==> config.mk <==
export PLATFORM = sky130hd
export DESIGN_NAME = sprite_row_shifter
export DESIGN_NICKNAME = d
export VERILOG_FILES = /design/src/rtl/sprite_row_shifter.sv
export SDC_FILE = /design/constraint.sdc
export NUM_CORES = 1
export LEC_CHECK = 0
export BUFFER_PORTS_ARGS = -buffer_cell sky130_fd_sc_hd__buf_2
export CAP_MARGIN = 20
export CORE_ASPECT_RATIO = 0.75
export CORE_MARGIN = 2
export CORE_UTILIZATION = 40
export DETAILED_ROUTE_END_ITERATION = 12
export PLACE_DENSITY = 0.67
export SLEW_MARGIN = 30
export SYNTH_ARGS = -nofsm -noshare
export SYNTH_HDL_FRONTEND = slang
export SYNTH_SLANG_ARGS = --single-unit
==> constraint.sdc <==
create_clock -name clk -period 2.65 [get_ports clk]
set_input_delay 0.1325 -clock clk [delete_from_list [all_inputs] [get_ports clk]]
set_output_delay 0.1325 -clock clk [all_outputs]
set_load 0.05 [all_outputs]
==> src/rtl/sprite_row_shifter.sv <==
// Double-buffered sprite row serializer: a holding word feeds an active shift register, one pixel per shift_en.
// Optional mirror support is compiled in with `define SPRITE_ROW_SHIFTER_MIRROR_EN.
module sprite_row_shifter #(
  parameter int PIX_W  = 2,
  parameter int PIXELS = 16,
  localparam int DATA_W = PIX_W * PIXELS,
  localparam int CNT_W  = $clog2(PIXELS + 1)
) (
  input  logic              clk,
  input  logic              rst_n,
  input  logic              ld_valid,
  output logic              ld_ready,
  input  logic [DATA_W-1:0] ld_data,
  input  logic              ld_mirror,
  input  logic              shift_en,
  output logic [PIX_W-1:0]  pix_out,
  output logic              pix_valid,
  output logic              pix_opaque,
  output logic              row_done,
  output logic              underrun,
  output logic [CNT_W-1:0]  remaining,
  output logic              busy
);

  logic [DATA_W-1:0] hold_data_q, hold_data_d;
  logic              hold_full_q, hold_full_d;
  logic [DATA_W-1:0] act_q, act_d;
  logic [CNT_W-1:0]  remaining_q, remaining_d;
  logic [PIX_W-1:0]  pix_out_q, pix_out_d;
  logic              pix_valid_q, pix_valid_d;
  logic              row_done_q, row_done_d;
  logic              underrun_q, underrun_d;
  logic              accept, transfer, shift_ok;
  logic [DATA_W-1:0] row_word;

`ifdef SPRITE_ROW_SHIFTER_MIRROR_EN
  logic hold_mirror_q, hold_mirror_d;

  function automatic logic [DATA_W-1:0] mirror_row(input logic [DATA_W-1:0] w);
    logic [DATA_W-1:0] r;
    r = '0;
    for (int i = 0; i < PIXELS; i++) begin
      r[i*PIX_W +: PIX_W] = w[(PIXELS-1-i)*PIX_W +: PIX_W];
    end
    return r;
  endfunction

  // Mirroring is applied once on transfer so the active register always shifts from its low end.
  assign row_word = hold_mirror_q ? mirror_row(hold_data_q) : hold_data_q;

  always_comb begin
    hold_mirror_d = hold_mirror_q;
    if (accept) hold_mirror_d = ld_mirror;
  end

  always_ff @(posedge clk or negedge rst_n) begin
    if (!rst_n) hold_mirror_q <= 1'b0;
    else        hold_mirror_q <= hold_mirror_d;
  end
`else
  logic unused_mirror;
  assign unused_mirror = ld_mirror;
  assign row_word      = hold_data_q;
`endif

  assign accept   = ld_valid && !hold_full_q;
  assign shift_ok = shift_en && (remaining_q != '0);
  assign transfer = hold_full_q &&
                    ((remaining_q == '0) || ((remaining_q == CNT_W'(1)) && shift_en));

  always_comb begin
    hold_data_d = hold_data_q;
    hold_full_d = hold_full_q;
    act_d       = act_q;
    remaining_d = remaining_q;
    pix_out_d   = '0;
    pix_valid_d = 1'b0;
    row_done_d  = 1'b0;
    underrun_d  = shift_en && (remaining_q == '0);

    if (shift_ok) begin
      pix_out_d   = act_q[PIX_W-1:0];
      pix_valid_d = 1'b1;
      row_done_d  = (remaining_q == CNT_W'(1));
      act_d       = act_q >> PIX_W;
      remaining_d = remaining_q - CNT_W'(1);
    end

    // A transfer overrides the shift update; the last pixel was already captured above.
    if (transfer) begin
      act_d       = row_word;
      remaining_d = CNT_W'(PIXELS);
      hold_full_d = 1'b0;
    end

    if (accept) begin
      hold_data_d = ld_data;
      hold_full_d = 1'b1;
    end
  end

  always_ff @(posedge clk or negedge rst_n) begin
    if (!rst_n) begin
      hold_data_q <= '0;
      hold_full_q <= 1'b0;
      act_q       <= '0;
      remaining_q <= '0;
      pix_out_q   <= '0;
      pix_valid_q <= 1'b0;
      row_done_q  <= 1'b0;
      underrun_q  <= 1'b0;
    end else begin
      hold_data_q <= hold_data_d;
      hold_full_q <= hold_full_d;
      act_q       <= act_d;
      remaining_q <= remaining_d;
      pix_out_q   <= pix_out_d;
      pix_valid_q <= pix_valid_d;
      row_done_q  <= row_done_d;
      underrun_q  <= underrun_d;
    end
  end

  assign ld_ready   = !hold_full_q;
  assign pix_out    = pix_out_q;
  assign pix_valid  = pix_valid_q;
  assign pix_opaque = pix_valid_q && (pix_out_q != '0);
  assign row_done   = row_done_q;
  assign underrun   = underrun_q;
  assign remaining  = remaining_q;
  assign busy       = (remaining_q != '0) || hold_full_q;

endmodule

Word-level counts from Yosys, hierarchy flattened
Cells that the tools add are included.
{ "totals": {"regBits": 75, "input_bits": 37, "elab_cells": 33, "output_inout_bits": 13} }
{ "classes": {"n_mux": 9, "eq_ne": 1, "addsub": 1, "n_reduce_logical": 14} }
{ "op_table": {"columns": ["op", "n"], "rows": [
  ["two-way mux 32 bit", 2],
  ["two-way mux 5 bit", 2],
  ["logical AND 1 bit", 6],
  ["nonzero test 2 bit", 3],
  ["equality test 5 x 1 -> 1 bit (second input constant)", 1],
  ["zero test 5 bit", 1],
  ["nonzero test 5 bit", 1],
  ["subtractor 5 x 1 -> 5 bit (second input constant)", 1],
  ["two-way mux 1 bit", 4],
  ["logical OR 1 bit", 2],
  ["two-way mux 2 bit", 1],
  ["zero test 1 bit", 1]
]} }

Depth between registers and ports, before layout
{ "depth": {"word_depth": 6, "mapped_depth": 8, "mapped_depth_nobuf": 6} }

Worst setup path before layout
No wires, ideal clock.
{ "synth_path": {"path_type": "register to register", "start": "register remaining_q[1], in the netlist remaining[1]", "end": "register act_q[10]", "slack_ns": 0.453, "t_required_ns": 2.523, "setup_ns": 0.127, "path_stages_with_launch": 8, "arrival_time_ns": 2.070, "synth_period_minus_slack_ns": 2.197, "path_cell_list": "dfrtp_1 inv_1 ha_1 or4b_1 buf_2 mux2i_4 clkbuf_2 o21ai_0"} }
{ "synth_via": {"elab_chain_len": 5, "elab_cells_between_ends": 9} }
{ "synth_rtl": {"columns": ["item", "line", "source"], "rows": [
  ["start: declaration", "28", "logic [CNT_W-1:0] remaining_q, remaining_d;"],
  ["start signal: assignment", "116", "remaining_q <= remaining_d;"],
  ["equality test 5 x 1 -> 1 bit", "69", "((remaining_q == '0) || ((remaining_q == CNT_W'(1)) && shift_en));"],
  ["logical AND 1 bit", "69", null],
  ["logical OR 1 bit", "69", null],
  ["logical AND 1 bit", "68", "assign transfer = hold_full_q &&"],
  ["two-way mux 32 bit / nonzero test 2 bit (equally long branches)", null, null],
  ["end signal: assignment", "115", "act_q <= act_d;"],
  ["end: declaration", "27", "logic [DATA_W-1:0] act_q, act_d;"]
]} }
Several ways; a longest one is shown, not always the timed one.
A chain may end at the register's enable or synchronous reset.

Final worst setup path
{ "layout_path": {"start": "register remaining_q[0], in the netlist remaining[0]", "end": "register act_q[13]"} }
Same word-level chain as after synthesis.

==> impl_metrics.py <==
metrics = {
    "status": {
        "status": "complete, no violations",
    },
    "drt": {
        "wl_met1_mm": 2.84,
        "final_antenna_net_count": 0,
        "met2WireLength_mm": 2.33,
        "wire_per_inst_um": 13.3,
        "met3WireLength_um": 257,
        "drtIter0Drc": 56,
        "wl_mm": 5.50,
        "via_per_inst": 4.75,
        "vias": 1959,
        "top_layer": "met4",
        "dr.pass1.iters": 4,
        "drc_errors": 0,
    },
    "synthesis": {
        "ys_async_sr_fraction": 1.00,
        "synthSimpleGateAreaFrac": 0.0753,
        "synth_top_area_share": 0.598,
        "yosysSeqAreaShare": 0.598,
        "synth_top_family_by_area": "multiplexers",
        "synth_fa_ha_area_frac": 0.00797,
        "yosys_warnings": 0,
        "synth_common_cells": "dfrtp_1, nand2_1, mux2_2",
        "synth-compound-area-share": 0.0713,
        "synth_area_leaders": "dfrtp_1, mux2_2, mux2i_1",
        "synth_cell_types": 30,
        "netlist_area_mm2": 0.00314,
        "avgSynthCellArea_um2": 12.5,
        "yosys_most_used_dff": "dfrtp_1",
        "mappedNetlistNets": 291,
        "synth_xor_area_frac": 0,
        "ys_ff_latch": 75,
        "muxShareOfSynthArea": 0.218,
        "synth_edf_count": 0,
        "synth_top_cell_by_area": "dfrtp_1",
        "synthCells": 252,
        "yosysMostFrequentCell": "dfrtp_1",
    },
    "placed_design": {
        "dpl.hpwl_mm": 3.56,
        "pre_cts_ws_ps": 464,
        "place.gp.congestion": 0.749,
        "port_buffers": 48,
    },
    "power": {
        "switchingPower_mw": 1.43,
        "vdd_drop_max_uv": 510,
        "power_frac_seq": 0.438,
        "combPwrFrac": 0.308,
        "p_leak_nw": 1.92,
        "power_density_mw_per_mm2": 1160,
        "pwr-share-clk": 0.255,
        "report.power.total_mw": 4.39,
        "p_int_mw": 2.96,
        "switching_share": 0.325,
    },
    "clocking": {
        "numCtsBuffers": 9,
        "cts_resized": 0,
        "clk_path_buf_depth": 2,
        "path_clk_slew_ps": 80,
        "clock_sink_count": 75,
        "h-tree-depth": 3,
        "insertion_delay_ps": 340,
        "cts_tree": "built",
        "root_buffer": "clkbuf_8",
    },
    "worst_setup_path": {
        "max_stage_delay_ps": 600,
        "cp_slowest_cell": "or4b_1",
        "rrSetupSlack_ps": 460,
        "worstReg2RegEnd": "act_q[13]",
        "end_kind": "flip-flop",
        "path_cells": "inv_1, ha_1, or4b_1, mux2i_4, buf_4, o21ai_0",
        "r2r_cells": 6,
        "start_kind": "flip-flop",
        "worstReg2RegStart": "remaining[0]",
        "crit_fanout": 32,
        "path_class": "flip-flop to flip-flop",
        "arrival_ps": 2400,
        "required_ps": 2860,
    },
    "floorplan": {
        "die-height_um": 80.7,
        "die_x_um": 106,
        "dieArea_mm2": 0.00858,
        "core_area_mm2": 0.00747,
        "initial_core_util": 0.420,
        "rows": 27,
        "io_pins": 50,
    },
    "sta": {
        "relSlewSlack": 0.561,
        "tightest_slew_ps": 659,
        "setup_viol": 0,
        "fin_ws_ps": 462,
        "clock.fmax_ghz": 0.457,
        "period_needed_ps": 2190,
        "clock_skew_ps": 7.57,
        "min_period_over_period": 0.826,
        "hold_violations": 0,
        "slew_viol_final": 0,
        "grt_setup_unrepaired": "no",
        "setup_tns_ps": 0,
    },
    "min_path": {
        "hold_start": "ld_data[16]",
        "whs_endpoint": "hold_data_q[16]",
        "hp-class": "primary input to flip-flop",
        "hold_depth": 2,
    },
    "grt": {
        "overflow": 0,
        "grt_use_total": 0.137,
        "grt_pass1_wl_mm": 9.04,
        "grt_pass1_vias": 1904,
        "antenna_found_initial": 0,
        "grt_max_degree": 76,
    },
    "cells_and_area": {
        "nets": 345,
        "area_growth_pct": 20.9,
        "layout-drive-gt1-share": 0.328,
        "antenna_cells": 0,
    },
    "flow_run": {
        "drv_cap": 0,
    },
}
==> what timing repair did <==
item,4_1_cts,5_1_grt
hold endpoints to repair,77,3
setup buffers,0,0
hold buffers,3,3
setup endpoints to repair,0,0
==> layer usage <==
metal	global-route usage	vias to the layer above
met2	0.201	38
li1	-	987
met1	0.190	926
met4	0.0513	0
met5	0	-
met3	0.0463	8
==> power groups by stage <==
| stage | logic (mW) | clock network [mW] | registers [mW] |
|---|---|---|---|
| CTS | 1.37 | 1.14 | 1.92 |
| finish | 1.35 | 1.12 | 1.92 |
| global placement | 1.32 | 0 | 1.92 |
| global route | 1.50 | 1.19 | 1.98 |
| floorplan | 0.931 | 0 | 2.03 |
| detailed placement | 1.36 | 0 | 1.94 |
==> worst max-delay path by stage <==
stage,cells after the start,slack [ps],start,end
floorplan,7,450,remaining[1],act_q[10]
global placement,6,500,remaining[0],act_q[30]
detailed placement,6,460,remaining[0],act_q[13]
global route,6,310,remaining[0],act_q[0]
CTS,6,450,remaining[0],act_q[13]
finish,6,460,remaining[0],act_q[13]
==> registers in the layout (all words and copies together), names as in the netlist <==
name / flops
act_q: 32
hold_data_q: 32
remaining: 5
pix_out: 2
hold_full_q: 1
pix_valid: 1
row_done: 1
underrun: 1
==> final cells by class <==
type                       count  area (um^2)
sequential                    75         1880
clock buffer                  11          131
fill                         677         3670
clock inverter                 5          125
multi-input combinational    158         1180
inverter                       3         11.3
tap                          101          126
timing repair buffer          59          344
==> per-stage QoR <==
| stage | util | hold WS (ps) | std cells | instance area (um^2) |
|---|---|---|---|---|
| 6_report | 0.508 | 21.3 | 412 | 3800 |
| 5_1_grt | 0.508 | 1.38 | 412 | 3800 |
| 4_1_cts | 0.504 | 1.38 | 409 | 3760 |
| 3_5_place_dp | 0.466 | 337 | 390 | 3480 |
| 3_3_place_gp | 0.466 | 333 | 390 | 3480 |
| 2_1_floorplan | - | -163 | 252 | 3140 |
==> layout by cell type (no fill, tap or decap) <==
master / n
and2_1: 1
a21o_1: 2
clkbuf_1: 2
ha_1: 2
dfrtp_1: 75
nor2b_4: 1
mux2_2: 31
o31ai_1: 1
bufinv_16: 4
a22o_1: 2
buf_6: 1
inv_1: 3
buf_4: 5
mux2_1: 1
nand2_1: 35
and3_1: 4
nand3_1: 2
clkinv_2: 1
nand3_2: 1
nor3_1: 3
mux2i_1: 30
nor2_1: 3
o21ai_0: 27
o21a_1: 1
a211oi_1: 1
and4b_1: 1
a31o_2: 1
clkbuf_8: 9
or4b_1: 1
nand4_1: 1
o21ai_1: 5
buf_2: 47
dlygate4sd3_1: 6
mux2i_4: 1
==> critical path: cells and delay by family (launching register included) <==
kind / cells / cell delay (ps)
fa+ha+maj: 1 / 250
flops: 1 / 440
compound gates: 1 / 160
buf+inv: 2 / 390
mux: 1 / 220
simple gates: 1 / 600
==> cells by family (layout without fill, tap and decap cells) <==
kind of cell	after synthesis	in the layout
adders and majority gates	2	2
muxes	63	63
DFF	75	75
buffers and inverters	19	78
and+or+nand+nor	53	53
AOI/OAI and AO/OA	40	40
Power figures use the tool's default switching activity.
